## src/rtl/calendar_pkg.sv

```systemverilog
// Shared field indices, field ranges and calendar helpers for calendar_chain.
// The leap rule follows CALENDAR_CENTURY_EN when that macro is defined.
package calendar_pkg;

  localparam logic [2:0] FLD_SEC  = 3'd0;
  localparam logic [2:0] FLD_MIN  = 3'd1;
  localparam logic [2:0] FLD_HOUR = 3'd2;
  localparam logic [2:0] FLD_DAY  = 3'd3;
  localparam logic [2:0] FLD_MON  = 3'd4;
  localparam logic [2:0] FLD_YEAR = 3'd5;
  localparam logic [2:0] FLD_CENT = 3'd6;

  localparam logic [5:0] SEC_MIN  = 6'd0;
  localparam logic [5:0] SEC_MAX  = 6'd59;
  localparam logic [5:0] MIN_MIN  = 6'd0;
  localparam logic [5:0] MIN_MAX  = 6'd59;
  localparam logic [4:0] HOUR_MIN = 5'd0;
  localparam logic [4:0] HOUR_MAX = 5'd23;
  localparam logic [4:0] DAY_MIN  = 5'd1;
  localparam logic [3:0] MON_MIN  = 4'd1;
  localparam logic [3:0] MON_MAX  = 4'd12;
  localparam logic [6:0] CENT_MIN = 7'd0;
  localparam logic [6:0] CENT_MAX = 7'd99;

  function automatic logic [4:0] days_in_month(input logic [3:0] month, input logic leap);
    case (month)
      4'd4, 4'd6, 4'd9, 4'd11: return 5'd30;
      4'd2:                    return leap ? 5'd29 : 5'd28;
      default:                 return 5'd31;
    endcase
  endfunction

  // Year 0 is a century year: only every fourth century is leap.
  function automatic logic is_leap(input logic [31:0] year, input logic [6:0] century);
`ifdef CALENDAR_CENTURY_EN
    return (year[1:0] == 2'b00) && ((year != 32'd0) || (century[1:0] == 2'b00));
`else
    return (year[1:0] == 2'b00) || (century == 7'd127 && 1'b0);
`endif
  endfunction

endpackage

```

## src/rtl/calendar_chain_field.sv

```systemverilog
// Next-value logic for one calendar field: wrap counter with runtime maximum,
// ripple carry out, and clamp of an out-of-range value to a new maximum.
module cal_field #(
  parameter int             W   = 6,
  parameter logic [W-1:0]   MIN = '0
) (
  input  logic [W-1:0] value_i,
  input  logic [W-1:0] max_i,
  input  logic [W-1:0] clamp_max_i,
  input  logic         inc_i,
  input  logic         dec_i,
  input  logic         carry_i,
  output logic [W-1:0] value_o,
  output logic         carry_o
);

  logic up, dn, at_max, at_min;

  always_comb begin
    up      = inc_i | carry_i;
    dn      = dec_i;
    at_max  = (value_i == max_i);
    at_min  = (value_i == MIN);
    carry_o = carry_i & at_max;
    value_o = value_i;
    if (up && !dn) begin
      value_o = at_max ? MIN : value_i + 1'b1;
    end else if (dn && !up) begin
      value_o = at_min ? max_i : value_i - 1'b1;
    end else if (value_i > clamp_max_i) begin
      // A month/year change shrank the range underneath an untouched field.
      value_o = clamp_max_i;
    end
  end

endmodule

```

## src/rtl/calendar_chain.sv

```systemverilog
// Second-to-year calendar with ripple carry, set mode and 12/24 h view.
// Define CALENDAR_CENTURY_EN to add the century field and full Gregorian leap rule.
module calendar_chain
  import calendar_pkg::*;
#(
  parameter int YEAR_W        = 7,
  parameter int YEAR_MAX      = 99,
  parameter int CENTURY_RESET = 20
) (
  input  logic              clk,
  input  logic              reset,
  input  logic              tick,
  input  logic              set_mode,
  input  logic [2:0]        field_sel,
  input  logic              adj_inc,
  input  logic              adj_dec,
  input  logic              mode_12h,
  output logic [5:0]        second,
  output logic [5:0]        minute,
  output logic [4:0]        hour,
  output logic [4:0]        hour_disp,
  output logic              pm,
  output logic [4:0]        day,
  output logic [3:0]        month,
  output logic [YEAR_W-1:0] year,
  output logic [4:0]        day_max,
  output logic              year_wrap
`ifdef CALENDAR_CENTURY_EN
  ,
  output logic [6:0]        century
`endif
);

  localparam logic [YEAR_W-1:0] YR_MAX   = YEAR_W'(YEAR_MAX);
  localparam logic [6:0]        CENT_RST = 7'(CENTURY_RESET);

  logic [5:0]        sec_q, sec_d, min_q, min_d;
  logic [4:0]        hour_q, hour_d, day_q, day_d, day_max_d;
  logic [3:0]        mon_q, mon_d;
  logic [YEAR_W-1:0] year_q, year_d;
  logic [6:0]        cent_q, cent_d;
  logic              year_wrap_q;
  logic              c_sec, c_min, c_hour, c_day, c_mon, c_year;
  logic              run, adj_up, adj_dn;

  assign run    = tick & ~set_mode;
  assign adj_up = set_mode & adj_inc;
  assign adj_dn = set_mode & adj_dec;

  // Day range for wrapping uses the current date; clamping uses the next one.
  assign day_max   = days_in_month(mon_q, is_leap(32'(year_q), cent_q));
  assign day_max_d = days_in_month(mon_d, is_leap(32'(year_d), cent_d));

  cal_field #(.W(6), .MIN(SEC_MIN)) u_sec (
    .value_i(sec_q), .max_i(SEC_MAX), .clamp_max_i(SEC_MAX),
    .inc_i(adj_up && field_sel == FLD_SEC), .dec_i(adj_dn && field_sel == FLD_SEC),
    .carry_i(run), .value_o(sec_d), .carry_o(c_sec));

  cal_field #(.W(6), .MIN(MIN_MIN)) u_min (
    .value_i(min_q), .max_i(MIN_MAX), .clamp_max_i(MIN_MAX),
    .inc_i(adj_up && field_sel == FLD_MIN), .dec_i(adj_dn && field_sel == FLD_MIN),
    .carry_i(c_sec), .value_o(min_d), .carry_o(c_min));

  cal_field #(.W(5), .MIN(HOUR_MIN)) u_hour (
    .value_i(hour_q), .max_i(HOUR_MAX), .clamp_max_i(HOUR_MAX),
    .inc_i(adj_up && field_sel == FLD_HOUR), .dec_i(adj_dn && field_sel == FLD_HOUR),
    .carry_i(c_min), .value_o(hour_d), .carry_o(c_hour));

  cal_field #(.W(5), .MIN(DAY_MIN)) u_day (
    .value_i(day_q), .max_i(day_max), .clamp_max_i(day_max_d),
    .inc_i(adj_up && field_sel == FLD_DAY), .dec_i(adj_dn && field_sel == FLD_DAY),
    .carry_i(c_hour), .value_o(day_d), .carry_o(c_day));

  cal_field #(.W(4), .MIN(MON_MIN)) u_mon (
    .value_i(mon_q), .max_i(MON_MAX), .clamp_max_i(MON_MAX),
    .inc_i(adj_up && field_sel == FLD_MON), .dec_i(adj_dn && field_sel == FLD_MON),
    .carry_i(c_day), .value_o(mon_d), .carry_o(c_mon));

  cal_field #(.W(YEAR_W), .MIN('0)) u_year (
    .value_i(year_q), .max_i(YR_MAX), .clamp_max_i(YR_MAX),
    .inc_i(adj_up && field_sel == FLD_YEAR), .dec_i(adj_dn && field_sel == FLD_YEAR),
    .carry_i(c_mon), .value_o(year_d), .carry_o(c_year));

`ifdef CALENDAR_CENTURY_EN
  logic c_cent;

  cal_field #(.W(7), .MIN(CENT_MIN)) u_cent (
    .value_i(cent_q), .max_i(CENT_MAX), .clamp_max_i(CENT_MAX),
    .inc_i(adj_up && field_sel == FLD_CENT), .dec_i(adj_dn && field_sel == FLD_CENT),
    .carry_i(c_year), .value_o(cent_d), .carry_o(c_cent));

  always_ff @(posedge clk or posedge reset) begin
    if (reset) cent_q <= CENT_RST;
    else       cent_q <= cent_d;
  end

  assign century = cent_q;
`else
  assign cent_q = CENT_RST;
  assign cent_d = CENT_RST;
`endif

  always_ff @(posedge clk or posedge reset) begin
    if (reset) begin
      sec_q       <= SEC_MIN;
      min_q       <= MIN_MIN;
      hour_q      <= HOUR_MIN;
      day_q       <= DAY_MIN;
      mon_q       <= MON_MIN;
      year_q      <= '0;
      year_wrap_q <= 1'b0;
    end else begin
      sec_q       <= sec_d;
      min_q       <= min_d;
      hour_q      <= hour_d;
      day_q       <= day_d;
      mon_q       <= mon_d;
      year_q      <= year_d;
      year_wrap_q <= c_year;
    end
  end

  always_comb begin
    hour_disp = hour_q;
    if (mode_12h) begin
      if (hour_q == 5'd0)       hour_disp = 5'd12;
      else if (hour_q > 5'd12)  hour_disp = hour_q - 5'd12;
    end
  end

  assign pm        = (hour_q >= 5'd12);
  assign second    = sec_q;
  assign minute    = min_q;
  assign hour      = hour_q;
  assign day       = day_q;
  assign month     = mon_q;
  assign year      = year_q;
  assign year_wrap = year_wrap_q;

endmodule

```

## config.mk

```make
export PLATFORM = sky130hd
export DESIGN_NAME = calendar_chain
export DESIGN_NICKNAME = d
export VERILOG_FILES = /design/src/rtl/calendar_pkg.sv /design/src/rtl/calendar_chain_field.sv /design/src/rtl/calendar_chain.sv
export SDC_FILE = /design/constraint.sdc
export NUM_CORES = 1
export LEC_CHECK = 0
export CAP_MARGIN = 0
export CORE_UTILIZATION = 45
export DETAILED_ROUTE_END_ITERATION = 10
export MAX_ROUTING_LAYER = met4
export PLACE_DENSITY_LB_ADDON = 0.3
export SLEW_MARGIN = 20
export SYNTH_ARGS = -nofsm -noshare
export SYNTH_HDL_FRONTEND = slang
export SYNTH_HIERARCHICAL = 1
export SYNTH_SLANG_ARGS = --single-unit
export TNS_END_PERCENT = 10
```

## constraint.sdc

```tcl
create_clock -name clk -period 11.4 [get_ports clk]
set_clock_uncertainty 0.1 [all_clocks]
set_input_delay 2.85 -clock clk [delete_from_list [all_inputs] [get_ports clk]]
set_output_delay 2.85 -clock clk [all_outputs]
set_load 0.01 [all_outputs]
```

==> results of run 1 <==
-- tightest hold or removal path, cell delays in order (launching register included) --
cell and delay, ps:
dfrtp_1 490, nand2_1 100, a211oi_1 60
-- cell type report --
type                       instances  area share
tap                              143      0.0284
timing repair buffer              52      0.0821
clock buffer                       7      0.0226
inverter                          55      0.0327
multi-input combinational        641       0.698
sequential                        34       0.135
clock inverter                     1    0.000794
-- worst min-delay path by stage --
stage | start | end | cells past startpoint
2_1_floorplan | minute[0] | minute[0] | 2
3_3_place_gp | day[1] | day[1] | 2
3_5_place_dp | day[4] | day[4] | 2
4_1_cts | day[4] | day[4] | 2
5_1_grt | day[4] | day[4] | 2
6_report | day[4] | day[4] | 2
-- sequential cells by signal, summed over array words and instances (netlist names) --
name       cells
hour           5
minute         6
second         6
year           7
day            5
year_wrap      1
month          4
-- routing by layer --
layer | GRT usage | vias to the layer above | share of wire
met5 | - | - | 0
met4 | 0.0526 | 0 | 0.0094
met3 | 0.0241 | 10 | 0.032
met2 | 0.416 | 100 | 0.52
met1 | 0.252 | 2347 | 0.43
li1 | - | 2514 | -
-- kinds of logic after synthesis --
kind of cell    Yosys count
compound gates          158
xor+xnor                 62
fa+ha+maj                52
buf+inv                  91
flops                    34
mux                      26
other cells               2
simple gates            219
-- Yosys cell counts (all sizes together) (4+ instances only) --
master,n
inv,55
ha,52
nor2,47
nand2,36
a21oi,33
dfrtp,32
nand3,32
xnor2,32
xor2,30
o21ai,29
buf,27
nor3,27
mux2i,19
a211oi,14
and2,13
a31oi,11
o221ai,10
clkbuf,9
nand4,9
nor3b,9
nor4,8
mux2,7
nor2b,7
o2111ai,6
o22a,6
nand2b,5
nand3b,5
o211ai,5
a211o,4
a21o,4
o22ai,4
o31ai,4
o41ai,4
or3,4
-- cell usage in the layout (no fill, tap or decap), types with 5 or more instances in the layout --
master,n
nor4_1,5
clkdlybuf4s50_1,51
inv_1,55
o221ai_1,8
conb_1,124
o211ai_1,5
and2_1,7
o21ai_0,26
nor3_2,5
ha_1,52
o2111ai_1,6
nand3_1,28
nand2b_1,5
mux2_2,7
xnor2_1,32
clkbuf_16,5
nand2_1,35
nand4_1,9
nor2_1,44
xor2_1,29
a21oi_1,32
dfrtp_1,32
mux2i_1,19
a211oi_1,14
nor3b_1,5
o22a_1,6
nor2b_1,7
nor3_1,22
a31oi_1,11
-- metrics by stage --
step                power, mW  instances
floorplan                1.15        766
global placement         1.38        925
detailed placement       1.42        925
CTS                      1.56        933
global route             1.71        933
finish                   1.56        933
-- where the power goes --
part | leakage, nW | internal [mW] | switching (mW)
Clock | 0.0739 | 0.0866 | 0.0511
Sequential | 0.403 | 0.183 | 0.220
Combinational | 2.42 | 0.526 | 0.498
Total | 2.90 | 0.795 | 0.769
==> results_dict.tcl, run 1 <==
set metrics [dict create \
    run_status "finished clean" \
    async_flop_share 1.00 \
    max_clock_freq_ghz 0.135 \
    syn_inst 644 \
    postCtsSetupRepairBufs 0 \
    synth_cell_types 84 \
    pre_cts_ws_ps 4000 \
    crit_chain "clkdlybuf4s50_1, nand3_1, nor3_1, o21a_1, clkdlybuf4s50_1" \
    design.core.area_sq_um 11400 \
    crit_path_end_kind "primary output" \
    worstSetupEndpoint "hour_disp[4]" \
    placed_area_sq_um 6160 \
    die_y_microns 110 \
    start_util 0.462 \
    fin_crit_sh 0.650 \
    synth_top_cell_by_area "dfrtp_1" \
    rows 39 \
    cts-hold-fix-buffers 0 \
    clk_pin_slew_ps 50 \
    fin_nets 851 \
    cp_data_required_time_ps 8450 \
    cpMostUsedCell "clkdlybuf4s50_1" \
    io_buffers 51 \
    crit_slowest_cell "clkdlybuf4s50_1" \
    ys_top_cells_by_area "dfrtp_1 (15%), ha_1 (12%), xnor2_1 (5.3%)" \
    critPathMaxStageDelay_ps 560 \
    synth_edf_count 0 \
    dieArea_sq_um 12200 \
    hpwl_microns 9750 \
    synth_flop_cell "dfrtp_1" \
    grt_usage 0.223 \
    yosysSeqAreaShare 0.162 \
    wirelength_microns 12700 \
    grt_max_degree 35 \
    synth_top_family_by_area "simple AND/OR/NAND/NOR gates" \
    ys_warn_count 6 \
    muxShareOfSynthArea 0.0510 \
    htreeDepth 2 \
    setup_viol 0 \
    drc 0 \
    startpoint "mode_12h" \
    io_pins 55 \
    ant_nets 0 \
    globalplace.congestion 0.885 \
    critPathArrivalTime_ps 4460 \
    tightest_slew_ps 867 \
    vias 4971 \
    cts_sinks 34 \
    die_w_microns 110 \
    synth_top_area_share 0.152 \
    synth.avg_cell_area_sq_um 8.19 \
    vdd_ir_drop_max_v 0.000112 \
    root_buffer "clkbuf_16" \
    fin_util 0.552 \
    startpoint_type "input port" \
    yosys.area_share.simple 0.250 \
    cts_tree "done" \
    min_period_ps 7410 \
    power-per-cell-area_nw_per_um2 248 \
    first_iter_violations 289 \
    cts_resized 0 \
    synth_adder_area_share 0.123 \
    drv_cap 0 \
    path_class "in -> out" \
    cts.path.max_buffers 2 \
    n_antenna_cell 0 \
    drt_pass1_iterations 5 \
    grt-ovfl-total 0 \
    regArea_sq_um 853 \
    hold_viol 0 \
    worst_slack_ps 3990 \
    grt_first_pass_wirelength_microns 21200 \
    cp_top_family "buffers and inverters" \
    synth_seq_cells 34 \
    slew-limit-headroom 0.417 \
    syn_to_final_growth_pct 19.6 \
    hold_ws_ps 589 \
    rsz0062_at_grt "no" \
    multi_input_area_sq_um 4400 \
    nFillCells 1076 \
    rr_startpoint "second[4]" \
    synth_xor_area_frac 0.104 \
    drive_above_1_share 0.0810 \
    clock_latency_ps 270 \
    leakagePower_nw 2.90 \
    antenna_found_initial 0 \
    rr_worst_depth 21 \
    tns_ps 0 \
    path_depth 5 \
    via_per_inst 5.33 \
    synth_compound_area_frac 0.217 \
    r2r-end "day[2]" \
    cp_num_buf_inv 2 \
    critPathMaxFanout 6 \
    design_area_sq_um 6310 \
    mappedNetlistArea_sq_um 5270 \
    numCtsBuffers 5 \
    drt-wirelength-per-cell_microns 13.6 \
    slew_viol_final 0 \
    r2r_slack_ps 6420 \
    holdCritPathClass "reg -> reg" \
    grt_pass1_vias 4788 \
]
Power figures use the tool's default switching activity.
==> run 2: changes to the inputs <==
==> constraint.sdc (replaced) <==
create_clock -name clk -period 6.9 [get_ports clk]
set_clock_uncertainty 0.1 [all_clocks]
set_input_delay 1.725 -clock clk [delete_from_list [all_inputs] [get_ports clk]]
set_output_delay 1.725 -clock clk [all_outputs]
set_load 0.01 [all_outputs]
==> run 2 against run 1 <==
Clock-buffer cell count down 1. Largest power group unchanged. Critical endpoint is now day[2]. Sequential power increased by 66%. Clock power increased by 66%.
==> results_dict.tcl, run 2 (synthesized netlist as in run 1, its figures left out) <==
set metrics [dict create \
    slew-limit-headroom 0.410 \
    path_class "in -> reg" \
    die_y_microns 110 \
    cp_top_family "simple AND/OR/NAND/NOR gates" \
    via_per_inst 5.28 \
    worstSetupEndpoint "day[2]" \
    grt_use_met1 0.260 \
    syn_to_final_growth_pct 19.6 \
    design.core.area_sq_um 11400 \
    leakagePower_nw 2.90 \
    largest_reg_flops 7 \
    holdCritPathClass "reg -> reg" \
    path_depth 20 \
    die_w_microns 110 \
    crit_slowest_cell "clkdlybuf4s50_1" \
    worst_slack_ps 857 \
    critPathArrivalTime_ps 6080 \
    nFillCells 1067 \
    rr_startpoint "second[4]" \
    startpoint "set_mode" \
    postCtsSetupRepairBufs 0 \
    cts-hold-fix-buffers 0 \
    grt_pass1_vias 4706 \
    fin_nets 851 \
    grt_max_degree 35 \
    vdd_ir_drop_max_v 0.000228 \
    final_cell_mix "conb_1 (124), inv_1 (55), ha_1 (52)" \
    power-per-cell-area_nw_per_um2 410 \
    antenna_found_initial 0 \
    p_total_mw 2.59 \
    drt_pass1_iterations 4 \
    cts_sinks 34 \
    rows 39 \
    cts_tree "done" \
    first_iter_violations 293 \
    slew_viol_final 0 \
    io_pins 55 \
    max_clock_freq_ghz 0.165 \
    cts_resized 0 \
    numCtsBuffers 5 \
    wirelength_microns 12700 \
    globalplace.congestion 0.890 \
    critPathMaxStageDelay_ps 510 \
    tightest_slew_ps 878 \
    mostFrequentLayoutCell "conb_1" \
    drt-wirelength-per-cell_microns 13.6 \
    vias 4922 \
    use_met2 0.404 \
    fin_util 0.553 \
    crit_chain "clkdlybuf4s50_1, nor2b_1, and2_1, and2_1, nor4b_1, and3_1, and2_2, nor2_1, nor2_1, o41ai_4, o221ai_1, o21ai_0, a211oi_1, a31oi_1, ha_1, inv_1, or2_2, and2_1, a31oi_1, o211ai_1" \
    n_antenna_cell 0 \
    root_buffer "clkbuf_16" \
    design_area_sq_um 6310 \
    drv_cap 0 \
    min_period_ps 6040 \
    critPathMaxFanout 7 \
    crit_path_end_kind "flop" \
    startpoint_type "input port" \
    cts.path.max_buffers 2 \
    cp_data_required_time_ps 6940 \
    r2r_slack_ps 1800 \
    grt-ovfl-total 0 \
    cp_num_buf_inv 2 \
    grt-busiest-layer "met2" \
    hold_viol 0 \
    placed_area_sq_um 6160 \
    hpwl_microns 9850 \
    io_buffers 51 \
    drc 0 \
    run_status "finished clean" \
    met3_usage 0.0270 \
    cpMostUsedCell "and2_1" \
    setup_viol 0 \
    htreeDepth 2 \
    clk_pin_slew_ps 60 \
    grt_usage 0.225 \
    ant_nets 0 \
    rsz0062_at_grt "no" \
    dieArea_sq_um 12200 \
    pre_cts_ws_ps 623 \
    hold_path.startpoint "day[4]" \
    start_util 0.462 \
    fin_crit_sh 0.876 \
    tns_ps 0 \
    clock_latency_ps 280 \
    r2r-end "day[2]" \
    rr_worst_depth 21 \
    drive_above_1_share 0.0823 \
    grt_first_pass_wirelength_microns 21300 \
]
[run 2: layer usage]
layer / part of all wire / vias up
li1: - / 2508
met1: 0.44 / 2316
met2: 0.53 / 80
met3: 0.022 / 18
met4: 0.014 / 0
met5: 0 / -
[run 2: final cells by class]
| class | count | area, sq um | share of cell area |
|---|---|---|---|
| Clock buffer | 6 | 139 | 0.0220 |
| Clock inverter | 2 | 12.5 | 0.00198 |
| Inverter | 55 | 206 | 0.0327 |
| Multi-Input combinational cell | 641 | 4400 | 0.698 |
| Sequential cell | 34 | 853 | 0.135 |
| Tap cell | 143 | 179 | 0.0284 |
| Timing Repair Buffer | 52 | 518 | 0.0821 |
[run 2: stage by stage]
step	std cells	hold slack, ps
2_1_floorplan	766	551
3_3_place_gp	925	577
3_5_place_dp	925	596
4_1_cts	933	605
5_1_grt	933	642
6_report	933	608
[run 2: how the worst min path moves through the flow]
| stage | to | slack (ps) | cells past startpoint |
|---|---|---|---|
| after global routing | day[0] | 640 | 1 |
| after global placement | day[1] | 580 | 2 |
| after CTS | day[4] | 610 | 2 |
| after floorplan | minute[0] | 550 | 2 |
| after detailed placement | day[4] | 600 | 2 |
| final | day[4] | 610 | 2 |
[run 2: report_power, final]
part | switching (mW) | internal [mW]
clock network | 0.0861 | 0.143
logic | 0.823 | 0.869
registers | 0.365 | 0.302
total | 1.27 | 1.31
[run 2: tightest hold or removal path: stages, from the launching register on]
cell and delay [ps]:
dfrtp_1 490, nand2_1 110, a211oi_1 60
==> run 3: changes to the inputs <==
--- a/config.mk
+++ b/config.mk
@@ -6,10 +6,12 @@
 export NUM_CORES = 1
 export LEC_CHECK = 0
 export CAP_MARGIN = 0
+export CORE_MARGIN = 5
 export CORE_UTILIZATION = 45
 export DETAILED_ROUTE_END_ITERATION = 10
 export MAX_ROUTING_LAYER = met4
 export PLACE_DENSITY_LB_ADDON = 0.3
+export SETUP_SLACK_MARGIN = 0.05
 export SLEW_MARGIN = 20
 export SYNTH_ARGS = -nofsm -noshare
 export SYNTH_HDL_FRONTEND = slang
==> run 3 against run 2 <==
Flip-flop and latch count is the same. Non-clock buffer count is the same. Fmax grew 0.42%. Routed wire length grew 4.0%. Largest cell class unchanged. Largest power group unchanged.
==> results_dict.tcl, run 3 (synthesized netlist as in run 1, its figures left out) <==
set metrics [dict create \
    largest_reg_flops 7 \
    grt_first_pass_wirelength_microns 23000 \
    pwr-share-seq 0.256 \
    wirelength_microns 13200 \
    path_class "in -> reg" \
    n_antenna_cell 0 \
    min_period_ps 6020 \
    pwr-share-comb 0.658 \
    max_clock_freq_ghz 0.166 \
    io_pins 55 \
    antenna_found_initial 0 \
    cp_data_required_time_ps 6940 \
    tns_ps 0 \
    postCtsSetupRepairBufs 0 \
    cts.path.max_buffers 2 \
    min_to "day[4]" \
    clock_latency_ps 280 \
    fin_crit_sh 0.872 \
    dieArea_sq_um 14000 \
    mostFrequentLayoutCell "conb_1" \
    via_per_inst 5.36 \
    clk_pin_slew_ps 50 \
    place_inst 925 \
    cts_tree "done" \
    vdd_ir_drop_max_v 0.000218 \
    die_y_microns 118 \
    fin_cells 933 \
    die_w_microns 118 \
    p_int_mw 1.32 \
    fin_nets 851 \
    root_buffer "clkbuf_16" \
    setup_viol 0 \
    whs_path_depth 2 \
    hpwl_microns 10400 \
    critPathMaxFanout 7 \
    rsz0062_at_grt "no" \
    htreeDepth 2 \
    p_sw_mw 1.29 \
    crit_path_end_kind "flop" \
    cts_resized 0 \
    ant_nets 0 \
    drive_above_1_share 0.0823 \
    rr_startpoint "second[4]" \
    globalplace.congestion 0.904 \
    r2r-end "day[2]" \
    switching_share 0.495 \
    hold_viol 0 \
    vias 5004 \
    leakagePower_nw 2.90 \
    final_cell_mix "conb_1 (124), inv_1 (55), ha_1 (52)" \
    start_util 0.460 \
    drc 0 \
    run_status "finished clean" \
    pwr-share-clk 0.087 \
    critPathArrivalTime_ps 6050 \
    grt_max_degree 35 \
    r2r_slack_ps 1830 \
    drt_pass1_iterations 5 \
    rows 39 \
    startpoint_type "input port" \
    drt-wirelength-per-cell_microns 14.2 \
    drv_cap 0 \
    tightest_slew_ps 893 \
    cts-hold-fix-buffers 0 \
    rr_worst_depth 21 \
    holdCritPathClass "reg -> reg" \
    p_total_mw 2.60 \
    grt-ovfl-total 0 \
    power-per-cell-area_nw_per_um2 412 \
    design.core.area_sq_um 11500 \
    grt_pass1_vias 4993 \
    slew_viol_final 0 \
    fin_util 0.550 \
    slew-limit-headroom 0.400 \
    io_buffers 51 \
    numCtsBuffers 5 \
    first_iter_violations 274 \
    grt_usage 0.196 \
    hold_path.startpoint "day[4]" \
    syn_to_final_growth_pct 19.6 \
    cts_sinks 34 \
]
## run 3: cell counts in the layout (fill, tap and decap cells not counted)
No cell type changed its count.
## run 3: worst max path at each step
| stage | from | to | depth (start not counted) |
|---|---|---|---|
| floorplan | tick | day[2] | 19 |
| global placement | set_mode | day[2] | 20 |
| detailed placement | set_mode | day[2] | 20 |
| CTS | set_mode | day[2] | 20 |
| global route | set_mode | day[2] | 20 |
| finish | set_mode | day[2] | 20 |
## run 3: layout make-up
type                       count  area, sq um
clock buffer                   6          139
clock inverter                 2         12.5
fill                        1101         5160
inverter                      55          206
multi-input combinational    641         4400
sequential                    34          853
tap                          143          179
timing repair buffer          52          518
## run 3: power groups by stage
| stage | Sequential (mW) | Combinational, mW | Clock, mW |
|---|---|---|---|
| after floorplan | 0.490 | 1.41 | 0 |
| after global placement | 0.661 | 1.63 | 0 |
| after detailed placement | 0.676 | 1.69 | 0 |
| after CTS | 0.672 | 1.71 | 0.230 |
| after global routing | 0.711 | 1.90 | 0.238 |
| final | 0.665 | 1.71 | 0.226 |
## run 3: routing by layer
layer	share of wire	up-vias	global-route usage
met5	0	-	-
met4	0.013	0	0.0523
met3	0.030	18	0.0201
met2	0.53	96	0.354
met1	0.43	2377	0.231
li1	-	2513	-
## run 3: critical path, stage by stage
cell	delay (ps)
clkdlybuf4s50_1	520
nor2b_1	260
and2_1	210
and2_1	210
nor4b_1	320
and3_1	250
and2_2	150
nor2_1	70
nor2_1	250
o41ai_4	190
o221ai_1	260
o21ai_0	120
a211oi_1	250
a31oi_1	90
ha_1	330
inv_1	40
or2_2	310
and2_1	180
a31oi_1	190
o211ai_1	110
## run 3: metrics by stage
stage               instance area, sq um  hold slack [ps]  setup slack (ps)
floorplan                           5730              551              1680
global placement                    6160              575               797
detailed placement                  6160              579               657
CTS                                 6310              587               912
global route                        6310              648               430
finish                              6310              594               882
